<file path="config.mk">
export PLATFORM = sky130hd
export DESIGN_NAME = lutram_fifo16
export DESIGN_NICKNAME = d
export VERILOG_FILES = /design/src/rtl/lutram_fifo16.sv
export SDC_FILE = /design/constraint.sdc
export NUM_CORES = 1
export LEC_CHECK = 0
export BUFFER_PORTS_ARGS = -buffer_cell sky130_fd_sc_hd__buf_4
export CORE_MARGIN = 1.5
export CORE_UTILIZATION = 30
export CTS_BUF_LIST = sky130_fd_sc_hd__clkbuf_2 sky130_fd_sc_hd__clkbuf_4 sky130_fd_sc_hd__clkbuf_8
export CTS_CLUSTER_SIZE = 40
export DETAILED_ROUTE_END_ITERATION = 10
export SETUP_SLACK_MARGIN = 0.2
export SKIP_LAST_GASP = 1
export SLEW_MARGIN = 25
export SYNTH_ARGS = -nofsm -noshare
export SYNTH_HDL_FRONTEND = slang
export SYNTH_SLANG_ARGS = --single-unit
</file>
<file path="constraint.sdc">
create_clock -name CLK -period 6.7 [get_ports CLK]
set_input_delay 0.335 -clock CLK [delete_from_list [all_inputs] [get_ports CLK]]
set_output_delay 0.335 -clock CLK [all_outputs]
set_load 0.02 [all_outputs]
</file>
<file path="src/rtl/lutram_fifo16.sv">
// -----------------------------------------------------------------------------
// lutram_fifo16
//
// A 16-entry synchronous FIFO controller. Storage is built from WIDTH
// RAM16X1D-style distributed RAM cells, with one cell per data bit. Each cell
// has a synchronous write port and an asynchronous read port:
//   - the write pointer addresses the write port (A3..A0)
//   - DIN feeds D
//   - the push strobe drives WE
//   - the read pointer addresses the read port (DPRA3..DPRA0)
//   - the DPO bits together form DOUT (first-word-fall-through)
//
// The FIFO buffers bytes between the nextz80 core's I/O port writes and
// slower peripheral consumers.
//
// Parameters
//   WIDTH     data width, one RAM cell per bit              (default 8)
//   AF_LEVEL  AFULL asserts when COUNT >= AF_LEVEL (1..16)   (default 12)
//
// Ports
//   CLK    in   1      single clock; RAM write clock is tied to it
//   RST_N  in   1      asynchronous active-low reset
//   CLR    in   1      synchronous flush; overrides push/pop that cycle
//   WR     in   1      push request; DIN captured on the rising edge
//   DIN    in   WIDTH  write data
//   RD     in   1      pop request; DOUT consumed on the rising edge
//   DOUT   out  WIDTH  head-of-queue data, combinational from RAM
//   EMPTY  out  1      no entries
//   FULL   out  1      16 entries
//   AFULL  out  1      COUNT >= AF_LEVEL
//   COUNT  out  5      occupancy, 0..16
//   OVF    out  1      sticky overflow flag  (only with FIFO_ERR_FLAGS_EN)
//   UDF    out  1      sticky underflow flag (only with FIFO_ERR_FLAGS_EN)
//
// Configuration macro
//   FIFO_ERR_FLAGS_EN
//     When defined, the sticky OVF/UDF outputs are added.
//     When undefined, the ports do not exist and errors are silently ignored.
// -----------------------------------------------------------------------------

// -----------------------------------------------------------------------------
// lutram_ram16x1d
//
// Behavioural equivalent of one RAM16X1D cell, restricted to the ports the
// FIFO uses: 16x1 storage with a synchronous write port and an asynchronous
// read port. The contents have no reset, which matches the real primitive.
//
// Ports
//   WCLK  in   1  write clock
//   WE    in   1  write enable
//   A     in   4  write address
//   D     in   1  write data
//   DPRA  in   4  asynchronous read address
//   DPO   out  1  read data
// -----------------------------------------------------------------------------
module lutram_ram16x1d (
    input  logic       WCLK,
    input  logic       WE,
    input  logic [3:0] A,
    input  logic       D,
    input  logic [3:0] DPRA,
    output logic       DPO
);

    logic [15:0] mem_q;

    always_ff @(posedge WCLK) begin
        if (WE) begin
            mem_q[A] <= D;
        end
    end

    assign DPO = mem_q[DPRA];

endmodule

module lutram_fifo16 #(
    parameter int WIDTH    = 8,
    parameter int AF_LEVEL = 12
) (
    input  logic             CLK,
    input  logic             RST_N,
    input  logic             CLR,
    input  logic             WR,
    input  logic [WIDTH-1:0] DIN,
    input  logic             RD,
    output logic [WIDTH-1:0] DOUT,
    output logic             EMPTY,
    output logic             FULL,
    output logic             AFULL,
    output logic [4:0]       COUNT
`ifdef FIFO_ERR_FLAGS_EN
    ,
    output logic             OVF,
    output logic             UDF
`endif
);

    // The threshold is narrowed once to the counter width so that the
    // comparison below is width-matched.
    localparam logic [4:0] AfThresh = 5'(AF_LEVEL);
    localparam logic [4:0] Depth    = 5'd16;

    logic [3:0] wr_ptr_q, wr_ptr_d;
    logic [3:0] rd_ptr_q, rd_ptr_d;
    logic [4:0] count_q,  count_d;

    logic full;
    logic empty;
    logic push;
    logic pop;
    logic ram_we;

    assign full  = (count_q == Depth);
    assign empty = (count_q == 5'd0);

    // A full FIFO still accepts a push when a pop frees the head slot in the
    // same cycle. The old head is read asynchronously before the edge, and
    // the slot is overwritten on that edge. An empty FIFO cannot pop, so
    // RD+WR on empty degenerates to a plain push.
    assign push = WR & (~full | RD);
    assign pop  = RD & ~empty;

    // A flush must never land a write in RAM, even though it discards the
    // pointers anyway.
    assign ram_we = push & ~CLR;

    // -------------------------------------------------------------------------
    // Next-state logic for the pointers and the occupancy counter.
    // CLR overrides everything. Otherwise each pointer advances on its own
    // strobe and wraps naturally through its 4-bit width. The counter moves
    // only when exactly one of push/pop happens.
    // -------------------------------------------------------------------------
    always_comb begin
        wr_ptr_d = wr_ptr_q;
        rd_ptr_d = rd_ptr_q;
        count_d  = count_q;
        if (CLR) begin
            wr_ptr_d = 4'd0;
            rd_ptr_d = 4'd0;
            count_d  = 5'd0;
        end else begin
            if (push) begin
                wr_ptr_d = wr_ptr_q + 4'd1;
            end
            if (pop) begin
                rd_ptr_d = rd_ptr_q + 4'd1;
            end
            case ({push, pop})
                2'b10:   count_d = count_q + 5'd1;
                2'b01:   count_d = count_q - 5'd1;
                default: count_d = count_q;
            endcase
        end
    end

    // -------------------------------------------------------------------------
    // Control state registers. The RAM contents are deliberately left out of
    // the reset.
    // -------------------------------------------------------------------------
    always_ff @(posedge CLK or negedge RST_N) begin
        if (!RST_N) begin
            wr_ptr_q <= 4'd0;
            rd_ptr_q <= 4'd0;
            count_q  <= 5'd0;
        end else begin
            wr_ptr_q <= wr_ptr_d;
            rd_ptr_q <= rd_ptr_d;
            count_q  <= count_d;
        end
    end

    // -------------------------------------------------------------------------
    // Storage: one 16x1 distributed RAM cell per data bit, all sharing the
    // same addresses and write strobe.
    // -------------------------------------------------------------------------
    genvar gBit;
    generate
        for (gBit = 0; gBit < WIDTH; gBit++) begin : g_ram
            lutram_ram16x1d u_cell (
                .WCLK (CLK),
                .WE   (ram_we),
                .A    (wr_ptr_q),
                .D    (DIN[gBit]),
                .DPRA (rd_ptr_q),
                .DPO  (DOUT[gBit])
            );
        end
    endgenerate

    assign EMPTY = empty;
    assign FULL  = full;
    assign AFULL = (count_q >= AfThresh);
    assign COUNT = count_q;

`ifdef FIFO_ERR_FLAGS_EN
    logic ovf_q, ovf_d;
    logic udf_q, udf_d;

    // -------------------------------------------------------------------------
    // Sticky error flags. A WR that is not accepted raises OVF, and RD on an
    // empty FIFO raises UDF; RD+WR on empty still counts as an underflow
    // attempt. Each flag becomes visible one edge after the offending cycle.
    // CLR clears both flags and wins over a simultaneous error.
    // -------------------------------------------------------------------------
    always_comb begin
        ovf_d = ovf_q;
        udf_d = udf_q;
        if (CLR) begin
            ovf_d = 1'b0;
            udf_d = 1'b0;
        end else begin
            if (WR && !push) begin
                ovf_d = 1'b1;
            end
            if (RD && empty) begin
                udf_d = 1'b1;
            end
        end
    end

    always_ff @(posedge CLK or negedge RST_N) begin
        if (!RST_N) begin
            ovf_q <= 1'b0;
            udf_q <= 1'b0;
        end else begin
            ovf_q <= ovf_d;
            udf_q <= udf_d;
        end
    end

    assign OVF = ovf_q;
    assign UDF = udf_q;
`endif

endmodule
</file>
==> reports/summary.txt <==
1st-iter DRT viols: 243
CP dominant cell by count: buf_4
Core ar.: 19300 µm²
Crit path max fanout: 26
Endpoints failing hold: 0
Cts hold-fix bufs: 1
Layout Nets: 380
# fillers: 1809
Yosys top cell area share: 65.3%
RSZ-0062 raised after global routing: no
CTS Root Cell: clkbuf_8
Antenna-violating nets left: 0
Starting Density: 30.4%
Max-cap violations: 0
Worst Path Arrival: 2.62 ns
CP max stage cell: mux4_2
Setup violators final: 0
Largest net degree at the start of global routing: 27
Grt total ovfl: 0
Die X: 143 µm
Tightest Pin Transition: 1.12 ns
Vias in the first global route: 3079
Worst path cell trace: buf_4 -> mux4_2 -> a22oi_1 -> nand2_1 -> buf_4
Worst setup SP type: register
Via density: 4.71
CP Capture Type: primary output
Sink Count: 141
Site Rows: 51
First-pass GRT wire length: 18.6 mm
CTS Buf Count: 17
Period utilization: 44.2%
Clock Latency Late Sink: 0.44 ns
Antenna violations before repair: 0
Full die area: 20500 µm²
Syn nets: 350
R2R depth: 4
Metal-1 WL: 5.44 mm
TritonCTS clock tree: built
Seq/Total Area, Yosys: 70.9%
Share of cells above drive strength 1: 29.4%
Pre-CTS worst setup slack: 4.05 ns
Cells after synthesis: 328
Chip height: 143 µm
Final WL: 12.1 mm
Distinct cells, synth: 38
Clock Skews: 0.0114 ns
Worst hold-check path type: input pin to register
Syn_area_per_cell: 17.9 µm²
Synth area leader: edfxtp_1
Routed WL per cell: 19.1 µm
Fmax: 338 MHz
Post-route DRC violation count: 0
Postcts setup bufs: 0
Area delta synth->final: 14.8%
Yosys warns: 0
Tot Pwr: 2.22 mW
Fin Hold WS: 0.197 ns
WHS Path Cells: 1
Metal2 WL: 5.94 mm
Resize count post-CTS: 0
Leading cell type in the layout, fill and taps excluded: edfxtp_1
Synth area leaders: edfxtp_1 65%, mux4_2 12%, dfrtp_1 5.5%
Peak supply drop: 283 µV
Clk buf depth: 2
HPWL after detailed placement: 7.45 mm
Top-level I/O count: 29
IO Port Bufs: 28
Crit path kind: register to primary output
Most frequent cells in the layout: 128 x edfxtp_1, 34 x buf_4, 32 x mux4_2
Worst Slack Setup Final: 3.74 ns
Synth Register Bits: 141
Number of flops mapped to enable cells by yosys: 128
Outcome: finished clean
Vias after detailed routing: 2994
Cell area after synthesis: 5880 µm²
Gr usage total: 13.0%
Ant diodes: 0
PwrDens: 329 nW/µm²
Leakage power figure: 2.22 nW
Period minus WS final: 2.96 ns
Worst path required time: 6.36 ns
Ys flop type: edfxtp_1
Clock transition at path regs: 0.08 ns
H-tree levels: 4
Post-synth ARST share: 9.22%
Slew Limit Fails: 0
Slowest stage delay, CP: 0.57 ns
TritonRoute pass-1 iters: 5
Slew headroom: 25.2%
Top Layer Used: met4
Met3 wire length: 635 µm
Final GP Congestion: 0.774
Setup total negative slack: 0 ns
[through the flow]
stage / instances / cell area, µm² / utilization (%)
2_1_floorplan: 328 / 5880 / -
3_3_place_gp: 603 / 6340 / 32.8
3_5_place_dp: 603 / 6340 / 32.8
4_1_cts: 636 / 6750 / 34.9
5_1_grt: 636 / 6760 / 34.9
6_report: 636 / 6760 / 34.9
[final cells by class]
cell class / count / area, µm² / area share (%)
inverters: 9 / 33.8 / 0.500
repair buffers: 35 / 265 / 3.93
flip-flops and latches: 141 / 4170 / 61.7
clock inverters: 15 / 164 / 2.43
multi-input cells: 154 / 1560 / 23.1
clock buffers: 17 / 234 / 3.46
well taps: 265 / 332 / 4.91
[metal layers]
layer	vias up	track usage, %
li1	1343	-
met1	1550	17.8
met2	92	19.8
met3	9	3.12
met4	0	5.81
met5	-	0
[final timing paths]
| kind | start | end | slack (ns) |
|---|---|---|---|
| worst max-delay path | rd_ptr_q[0] | DOUT[2] | 3.74 |
| worst min-delay path | DIN[7] | g_ram[7].u_cell.mem_q[8] | 0.20 |
| worst max register to register | COUNT[4] | g_ram[1].u_cell.mem_q[10] | 4.05 |
| worst min register to register | COUNT[3] | COUNT[3] | 0.64 |
| max in group asynchronous | RST_N | rd_ptr_q[0] | 6.24 |
| min in group asynchronous | RST_N | wr_ptr_q[2] | 0.27 |
[registers in the layout (all words and copies together) (netlist names)]
register / count
g_ram.u_cell.mem_q: 128
wr_ptr_q: 4
rd_ptr_q: 4
COUNT: 5
[where the power goes]
group / switching [mW] / leakage (nW) / internal [mW]
logic: 0.263 / 0.705 / 0.252
clock network: 0.333 / 0.193 / 0.336
registers: 0.0533 / 1.33 / 0.984
total: 0.650 / 2.22 / 1.57
[cells by family after synthesis]
| logic type | after synthesis | synth area share (%) |
|---|---|---|
| flops | 141 | 70.9 |
| simple gates | 66 | 5.40 |
| mux | 38 | 13.3 |
| compound gates | 34 | 4.49 |
| buf+inv | 33 | 2.83 |
| fa+ha+maj | 9 | 2.04 |
| xor+xnor | 7 | 1.04 |
[critical path: cells and delay by family, from the launching register on]
family	cells	cell delay (ns)
buf+inv	2	0.68
mux	1	0.57
compound gates	1	0.26
flops	1	0.55
simple gates	1	0.10
[cell usage after synthesis (all sizes together), types with 4 or more instances]
cell	n
o21ai	4
a21oi	4
buf	16
nor2	27
xor2	5
ha	8
dfrtp	13
clkbuf	8
nor3	4
nand2	18
mux4	32
a22oi	16
inv	9
nand2b	6
edfxtp	128
Note: power is estimated with default switching activity, not from simulation.
